### src/rtl/main_if.sv
// rtl/main_if.sv - sample/result bundle for the main function evaluator
interface main_if #(
  parameter int CNT_W = 8
);
  logic             a;
  logic             b;
  logic             c;
  logic             d;
  logic             en;
  logic             clr;
  logic             f;
  logic [3:0]       minterm;
  logic [2:0]       ones;
  logic             parity;
  logic             f_valid;
  logic [CNT_W-1:0] rise_cnt;

  modport master (
    output a, b, c, d, en, clr,
    input  f, minterm, ones, parity, f_valid, rise_cnt
  );

  modport slave (
    input  a, b, c, d, en, clr,
    output f, minterm, ones, parity, f_valid, rise_cnt
  );
endinterface

### src/rtl/main.sv
// rtl/main.sv - registered 4-input truth-table evaluator with rise counter
// Define MAIN_INPUT_SYNC_EN to pass a,b,c,d,en through two-flop synchronisers.
module main #(
  parameter logic [15:0] FUNC_TT = 16'hF888,
  parameter int          CNT_W   = 8
) (
  input logic   clk,
  input logic   rst_n,
  main_if.slave bus
);

  logic [4:0] smp;

`ifdef MAIN_INPUT_SYNC_EN
  logic [4:0] sync1_q;
  logic [4:0] sync2_q;

  always_ff @(posedge clk or negedge rst_n) begin
    if (!rst_n) begin
      sync1_q <= '0;
      sync2_q <= '0;
    end else begin
      sync1_q <= {bus.a, bus.b, bus.c, bus.d, bus.en};
      sync2_q <= sync1_q;
    end
  end

  assign smp = sync2_q;
`else
  assign smp = {bus.a, bus.b, bus.c, bus.d, bus.en};
`endif

  logic [3:0]       idx;
  logic             s_en;
  logic             f_new;
  logic [2:0]       ones_new;
  logic             rise;
  logic             f_q;
  logic [3:0]       minterm_q;
  logic [2:0]       ones_q;
  logic             parity_q;
  logic             valid_q;
  logic [CNT_W-1:0] cnt_q;

  assign idx      = smp[4:1];
  assign s_en     = smp[0];
  assign f_new    = FUNC_TT[idx];
  assign ones_new = {2'b00, idx[3]} + {2'b00, idx[2]} + {2'b00, idx[1]} + {2'b00, idx[0]};
  // A rise compares the incoming value against the value still held in f_q.
  assign rise     = s_en & f_new & ~f_q;

  always_ff @(posedge clk or negedge rst_n) begin
    if (!rst_n) begin
      f_q       <= 1'b0;
      minterm_q <= 4'd0;
      ones_q    <= 3'd0;
      parity_q  <= 1'b0;
      valid_q   <= 1'b0;
      cnt_q     <= '0;
    end else begin
      valid_q <= s_en;
      if (s_en) begin
        f_q       <= f_new;
        minterm_q <= idx;
        ones_q    <= ones_new;
        parity_q  <= ^idx;
      end
      if (bus.clr) begin
        cnt_q <= '0;
      end else if (rise && (cnt_q != {CNT_W{1'b1}})) begin
        cnt_q <= cnt_q + 1'b1;
      end
    end
  end

  assign bus.f        = f_q;
  assign bus.minterm  = minterm_q;
  assign bus.ones     = ones_q;
  assign bus.parity   = parity_q;
  assign bus.f_valid  = valid_q;
  assign bus.rise_cnt = cnt_q;

endmodule

### src/flat_wrapper.sv
// flat-port wrapper written by rule: the top's interface ports become plain ports
module main_flat 
#(
  parameter logic [15:0] FUNC_TT = 16'hF888,
  parameter int          CNT_W   = 8
)
  (clk, rst_n, bus_a, bus_b, bus_c, bus_d, bus_en, bus_clr, bus_f, bus_minterm, bus_ones, bus_parity, bus_f_valid, bus_rise_cnt);
  main_if #(.CNT_W(CNT_W)) bus_i ();
  input logic clk;
  input logic rst_n;
  input wire logic [$bits(bus_i.a)-1:0] bus_a;
  input wire logic [$bits(bus_i.b)-1:0] bus_b;
  input wire logic [$bits(bus_i.c)-1:0] bus_c;
  input wire logic [$bits(bus_i.d)-1:0] bus_d;
  input wire logic [$bits(bus_i.en)-1:0] bus_en;
  input wire logic [$bits(bus_i.clr)-1:0] bus_clr;
  output wire logic [$bits(bus_i.f)-1:0] bus_f;
  output wire logic [$bits(bus_i.minterm)-1:0] bus_minterm;
  output wire logic [$bits(bus_i.ones)-1:0] bus_ones;
  output wire logic [$bits(bus_i.parity)-1:0] bus_parity;
  output wire logic [$bits(bus_i.f_valid)-1:0] bus_f_valid;
  output wire logic [$bits(bus_i.rise_cnt)-1:0] bus_rise_cnt;
  assign bus_i.a = bus_a;
  assign bus_i.b = bus_b;
  assign bus_i.c = bus_c;
  assign bus_i.d = bus_d;
  assign bus_i.en = bus_en;
  assign bus_i.clr = bus_clr;
  assign bus_f = bus_i.f;
  assign bus_minterm = bus_i.minterm;
  assign bus_ones = bus_i.ones;
  assign bus_parity = bus_i.parity;
  assign bus_f_valid = bus_i.f_valid;
  assign bus_rise_cnt = bus_i.rise_cnt;
  main #(.FUNC_TT(FUNC_TT), .CNT_W(CNT_W)) u_core (.clk(clk), .rst_n(rst_n), .bus(bus_i));
endmodule
### config.mk
export PLATFORM = sky130hd
export DESIGN_NAME = main_flat
export DESIGN_NICKNAME = d
export VERILOG_FILES = /design/src/rtl/main_if.sv /design/src/rtl/main.sv /design/src/flat_wrapper.sv
export SDC_FILE = /design/constraint.sdc
export NUM_CORES = 1
export LEC_CHECK = 0
export BUFFER_PORTS_ARGS = -buffer_cell sky130_fd_sc_hd__buf_2
export CAP_MARGIN = 20
export CORE_UTILIZATION = 52
export CTS_BUF_LIST = sky130_fd_sc_hd__clkbuf_2
export CTS_CLUSTER_SIZE = 16
export DETAILED_ROUTE_END_ITERATION = 16
export MAX_ROUTING_LAYER = met4
export PLACE_DENSITY_LB_ADDON = 0.12
export SLEW_MARGIN = 20
export SYNTH_ARGS = -nofsm -noshare
export SYNTH_HDL_FRONTEND = slang
export SYNTH_SLANG_ARGS = --single-unit
### constraint.sdc
create_clock -name clk -period 2.35 [get_ports clk]
set_clock_uncertainty 0.2 [all_clocks]
set_input_delay 0.235 -clock clk [delete_from_list [all_inputs] [get_ports clk]]
set_output_delay 0.235 -clock clk [all_outputs]
set_load 0.02 [all_outputs]
; ---- After elaboration in Yosys (flattened, before gate mapping)
; Memories as Yosys holds them, arrays and structs flattened.
; Index checks and enable logic that the tools add are counted.
[word_totals]
register_bits = 18
mem_count = 1
mem_bits_ro = 16
input_bits = 8
output_inout_bits = 18
[op_classes]
magnitude_cmp = 1
mux = 3
n_reduce_logical = 3
addsub = 4
n_bitwise = 3
eq_ne = 1
[mem_list]
columns = memory, depth, word_bits, rd, rd_ports_with_merged_regs, write_ports, line_no
row1 = (name not given), 16, 1, 1, 0, 0, main.sv:47  ; assign f_new = FUNC_TT[idx];
[ops]
columns = cell, count
row1 = $mux W8, 2
row2 = $add A8 B1 Y8 const B, 1
row3 = $ne A8 B8 Y1 const B, 1
row4 = $add A3 B1 Y3, 2
row5 = $lt A4 B5 Y1 const B, 1
row6 = $reduce_xor A4 Y1, 1
row7 = $add A1 B1 Y2, 1
row8 = $and A1 B1 Y1, 2
row9 = $reduce_bool A2 Y1, 1
row10 = $logic_and A1 B1 Y1, 1
row11 = $mux W1, 1
row12 = $not A1 Y1, 1

; ---- Logic depth before layout (Yosys ltp)
[logic_depth]
word_depth = 7
depth_mapped = 5
mapped_depth_nobuf = 5

; ---- Worst setup path before layout
; No wires, ideal clock.
[synth_path]
kind = register -> register
startpoint = register u_core.cnt_q[0], in the netlist u_core.bus.rise_cnt[0]
endpoint = register u_core.cnt_q[6], in the netlist u_core.bus.rise_cnt[6]
setup_time_ns = 0.078
stages_incl_launch_ff = 6
path_buffers = 0
path_slack_ns = 0.548
required_ns = 2.072
t_arrival_ns = 1.525
cell_sequence = dfrtp_1 -> ha_1 -> nand3_1 -> o211ai_4 -> or4_1 -> a21oi_1
[synth_between]
elab_chain_cells = 3
word_cells_on_any_way = 6
cone_classes = add/sub: 1 / eq/ne: 1 / mux: 2 / reduce/logical: 2
[synth_rtl]
columns = element, line_no
row1 = "start, declared", main.sv:43  ; logic [CNT_W-1:0] cnt_q;
row2 = "start signal, assigned", main.sv:71  ; cnt_q <= cnt_q + 1'b1;
row3 = $add A8 B1 Y8 or $ne A8 B8 Y1 (tied branches), "main.sv:71, main.sv:70"
row4 = $mux W8 or $logic_and A1 B1 Y1 (tied branches), main.sv:70  ; end else if (rise && (cnt_q != {CNT_W{1'b1}})) begin
row5 = $mux W8 or $reduce_bool A2 Y1 (tied branches), --
; Several ways; a longest one is shown, not always the timed one. The select of a mux whose other input is x is not followed.
; A chain may end at the register's enable or synchronous reset.

; ---- Worst setup path in the final report
[layout_path]
startpoint = input port bus_b
endpoint = register u_core.ones_q[1], in the netlist u_core.bus.ones[1]
[layout_between]
elab_chain_cells = 3
[layout_rtl]
columns = element, line_no
row1 = "start, declared", flat_wrapper.sv:12  ; input wire logic [$bits(bus_i.b)-1:0] bus_b;
row2 = $add A1 B1 Y2, main.sv:48  ; assign ones_new = {2'b00, idx[3]} + {2'b00, idx[2]} + {2'b00, idx[1]} + {2'b00, idx[0]};
row3 = $add A3 B1 Y3 (2 in series), main.sv:48
row4 = named net u_core.ones_new[1], main.sv:36  ; logic [2:0] ones_new;
row5 = "end signal, assigned", main.sv:65  ; ones_q <= ones_new;
row6 = "end, declared", main.sv:40  ; logic [2:0] ones_q;
; The timed path passes the listed nets, and every way through them passes these cells.

==> impl_summary.log <==
[metrics] worst endpoint data arrival time: 2.13 ns
[metrics] count of endpoints failing setup in the final report: 0
[metrics] nature of the critical path startpoint: input port
[metrics] Remaining DRCs: 0
[metrics] Endpoint, Worst Hold: u_core.bus.minterm[0]
[metrics] share of post-route cells with drive strength above 1: 42.3%
[metrics] Max-cap violations: 0
[metrics] final hold vios: 0
[metrics] leftover overflow at the end of global routing: 0
[metrics] number of buffer and inverter stages on the critical path: 2
[metrics] number of antenna violations at the first check in global routing: 0
[metrics] Bufs on Longest Clock Path: 2
[metrics] Warnings, synthesis: 0
[metrics] power density cells: 559 mW/mm²
[metrics] final period utilization: 90.2%
[metrics] area taken by flip-flops and latches: 425 µm²
[metrics] routed wire length per instance: 13.6 µm
[metrics] Starting Density: 56.0%
[metrics] data required time at the worst endpoint: 2.36 ns
[metrics] number of buffers added on ports: 25
[metrics] half-perimeter wire length after placement: 1.10 mm
[metrics] count of vias placed by the detailed router: 602
[metrics] drt total wl: 1.53 mm
[metrics] worst vdd rail ir drop: 0.383 mV
[metrics] pins over their slew limit: 0
[metrics] TritonCTS buffer count: 3
[metrics] R2R setup slack: 0.54 ns
[metrics] number of stages on the worst hold path: 2
[metrics] Floorplan Core Area: 0.00152 mm²
[metrics] nets: 111
[metrics] Mapped Cells: 66
[metrics] critical path's largest stage delay: 0.54 ns
[metrics] minimum period implied by the final worst setup slack: 2.12 ns
[metrics] Setup Total Neg Slack: 0 ns
[metrics] number of placed cells counting well taps: 104
[metrics] chip height: 42.5 µm
[metrics] per-instance average area after synthesis: 12.9 µm²
[metrics] cell row count: 14
[metrics] area delta synth->final: 22.6%
[metrics] root buffer cell: clkbuf_2
[metrics] clock latency of the later-clocked register in the worst-skew pair: 0.30 ns
[metrics] setup repair after global routing missed its margin: false
[metrics] count of pins on the block boundary: 26
[metrics] final cell count without fillers: 113
[metrics] fraction of the core area covered by cells at the end of the flow: 68.6%
[metrics] synthesized netlist net count: 79
[metrics] status: finished, final reports clean
[metrics] max frequency: 472 MHz
[metrics] count of nets left with antenna violations after detail routing: 0
[metrics] crit path cell chain: dlygate4sd3_1 -> buf_2 -> ha_1 -> fa_1 -> ha_1 -> mux2_2
[metrics] worst hold path type: input port to register
[metrics] most numerous cell on the critical path: ha_1
[metrics] Reg2Reg Capture Point: u_core.bus.rise_cnt[6]
[metrics] Clock Pin Slew Worst Setup and Hold Paths: 0.15 ns
[metrics] post-synthesis register bit count: 17
[metrics] area used by multi-input combinational logic: 405 µm²
[metrics] critical path class: input port to register
[metrics] total leakage power: 0.000534 µW
[metrics] depth of the worst register-to-register path: 5
[metrics] number of setup buffers added after CTS: 0
[metrics] Antenna diodes: 0
[metrics] First-pass DRT Iterations: 4
[metrics] post-synthesis instance area: 853 µm²
[metrics] wire length of the first global-routing pass: 2.59 mm
[metrics] clock tree from TritonCTS: built
[metrics] Slew @ Worst Pin: 0.369 ns
[metrics] cell with the biggest individual delay on the critical path: dlygate4sd3_1
[metrics] Top Family by Delay on Critical Path: adder cells
[metrics] clock sink count: 17
[metrics] detailed router's first-iteration violation count: 7
[metrics] last weighted congestion value of the routability-driven placer: 0.758
[metrics] share of synthesized area occupied by flip-flops and latches: 49.9%
[metrics] count of H-tree levels built during CTS: 1
[metrics] Relative slew margins: 75.4%
[metrics] global routing usage summed across all routing layers: 20.5%
[metrics] DR vias/cell: 5.33
[metrics] Total Die Area: 0.00181 mm²
[metrics] Non-Filler Cell Area, Final: 0.00105 mm²
[metrics] pin count of the biggest net entering global routing: 18
[metrics] endpoint type of the worst setup path: register
[metrics] Die Wd: 42.5 µm
[metrics] Crit Reg-Reg Startpoint: u_core.bus.rise_cnt[0]
[metrics] number of global-route vias before repair: 572
[metrics] biggest fanout along the worst timing path: 3
[metrics] commonest non-fill, non-tap cell in the layout: buf_2
[metrics] number of filler cells placed in the layout: 125
[metrics] worst hold margin: 0.0331 ns
[metrics] most used cells in the layout excluding fill and tap cells: buf_2 (25), dfrtp_1 (17), mux2_2 (8), nor2_1 (5), dlygate4sd3_1 (5)
[metrics] Yosys cell types: 24
[metrics] Resized cells post-CTS: 0
[metrics] cell area reported after detailed placement: 976 µm²
[metrics] hold path startpoint: bus_d
flip-flops by register name (all words and copies together), names as in the netlist:
signal and flops:
u_core.bus.f 1, u_core.bus.f_valid 1, u_core.bus.minterm 4, u_core.bus.ones 3, u_core.bus.rise_cnt 8
metrics by stage:
stage | worst slack [ns] | power, µW
finish | 0.229 | 585
global route | 0.206 | 613
CTS | 0.238 | 594
detailed placement | 0.444 | 453
global placement | 0.495 | 449
floorplan | 0.548 | 413
layer usage:
layer / global-route usage [%] / routed length [µm]
met5: - / 0
met4: 5.63 / 10
met3: 8.19 / 82
met2: 28.9 / 671
met1: 27.6 / 768
power breakdown:
group	internal, µW	total, µW	switching, µW
Sequential	313	324	11.4
Combinational	54.0	128	73.8
Clock	45.1	133	87.6
Yosys cell counts:
master	n	share of area [%]
nor2_1	5	2.2
nand2_1	2	0.88
a21oi_1	3	1.8
buf_4	1	0.88
xor2_1	3	3.1
nand4_4	1	2.5
buf_6	1	1.3
mux2i_1	2	2.3
o31ai_1	1	0.88
buf_1	1	0.44
fa_1	1	2.3
o21ai_0	2	1.2
or4_1	1	0.88
a21o_4	1	1.8
and2b_4	1	1.2
o2111ai_1	2	2.1
nand3_1	4	2.3
o211ai_4	1	2.5
and3_1	1	0.73
dfrtp_1	17	50
mux2_2	8	11
ha_1	4	5.9
nand4b_1	1	1.0
or3_1	2	1.5
kinds of logic (layout without fill, tap and decap cells):
| family | count (synthesis) | count (layout) | share of synthesized area [%] |
|---|---|---|---|
| muxes | 10 | 10 | 12.9 |
| xor gates and xnor gates | 3 | 3 | 3.08 |
| buffers and inverters | 3 | 34 | 2.64 |
| adders and majority gates | 5 | 5 | 8.21 |
| and+or+nand+nor | 18 | 18 | 13.2 |
| DFF | 17 | 17 | 49.9 |
| AOI/OAI and AO/OA | 10 | 10 | 10.1 |
how the worst max path moves through the flow:
stage	from	endpoint	slack [ns]	cells past startpoint
after global routing	bus_b	u_core.bus.ones[1]	0.21	6
after CTS	bus_b	u_core.bus.ones[1]	0.24	6
after floorplan	u_core.bus.rise_cnt[0]	u_core.bus.rise_cnt[6]	0.55	5
after global placement	bus_b	u_core.bus.ones[1]	0.50	5
after detailed placement	bus_b	u_core.bus.ones[1]	0.44	5
final	bus_b	u_core.bus.ones[1]	0.23	6
area by class of cell:
class | count | share of cell area, %
tap | 16 | 1.91
timing repair buffer | 30 | 16.7
multi-input combinational | 46 | 38.8
sequential | 17 | 40.7
clock buffer | 4 | 1.91
timing repair:
| action | CTS | global route |
|---|---|---|
| setup endpoints to repair | 0 | 0 |
| hold endpoints to repair | 28 | 0 |
| hold buffers | 5 | 0 |
Power figures use the tool's default switching activity.
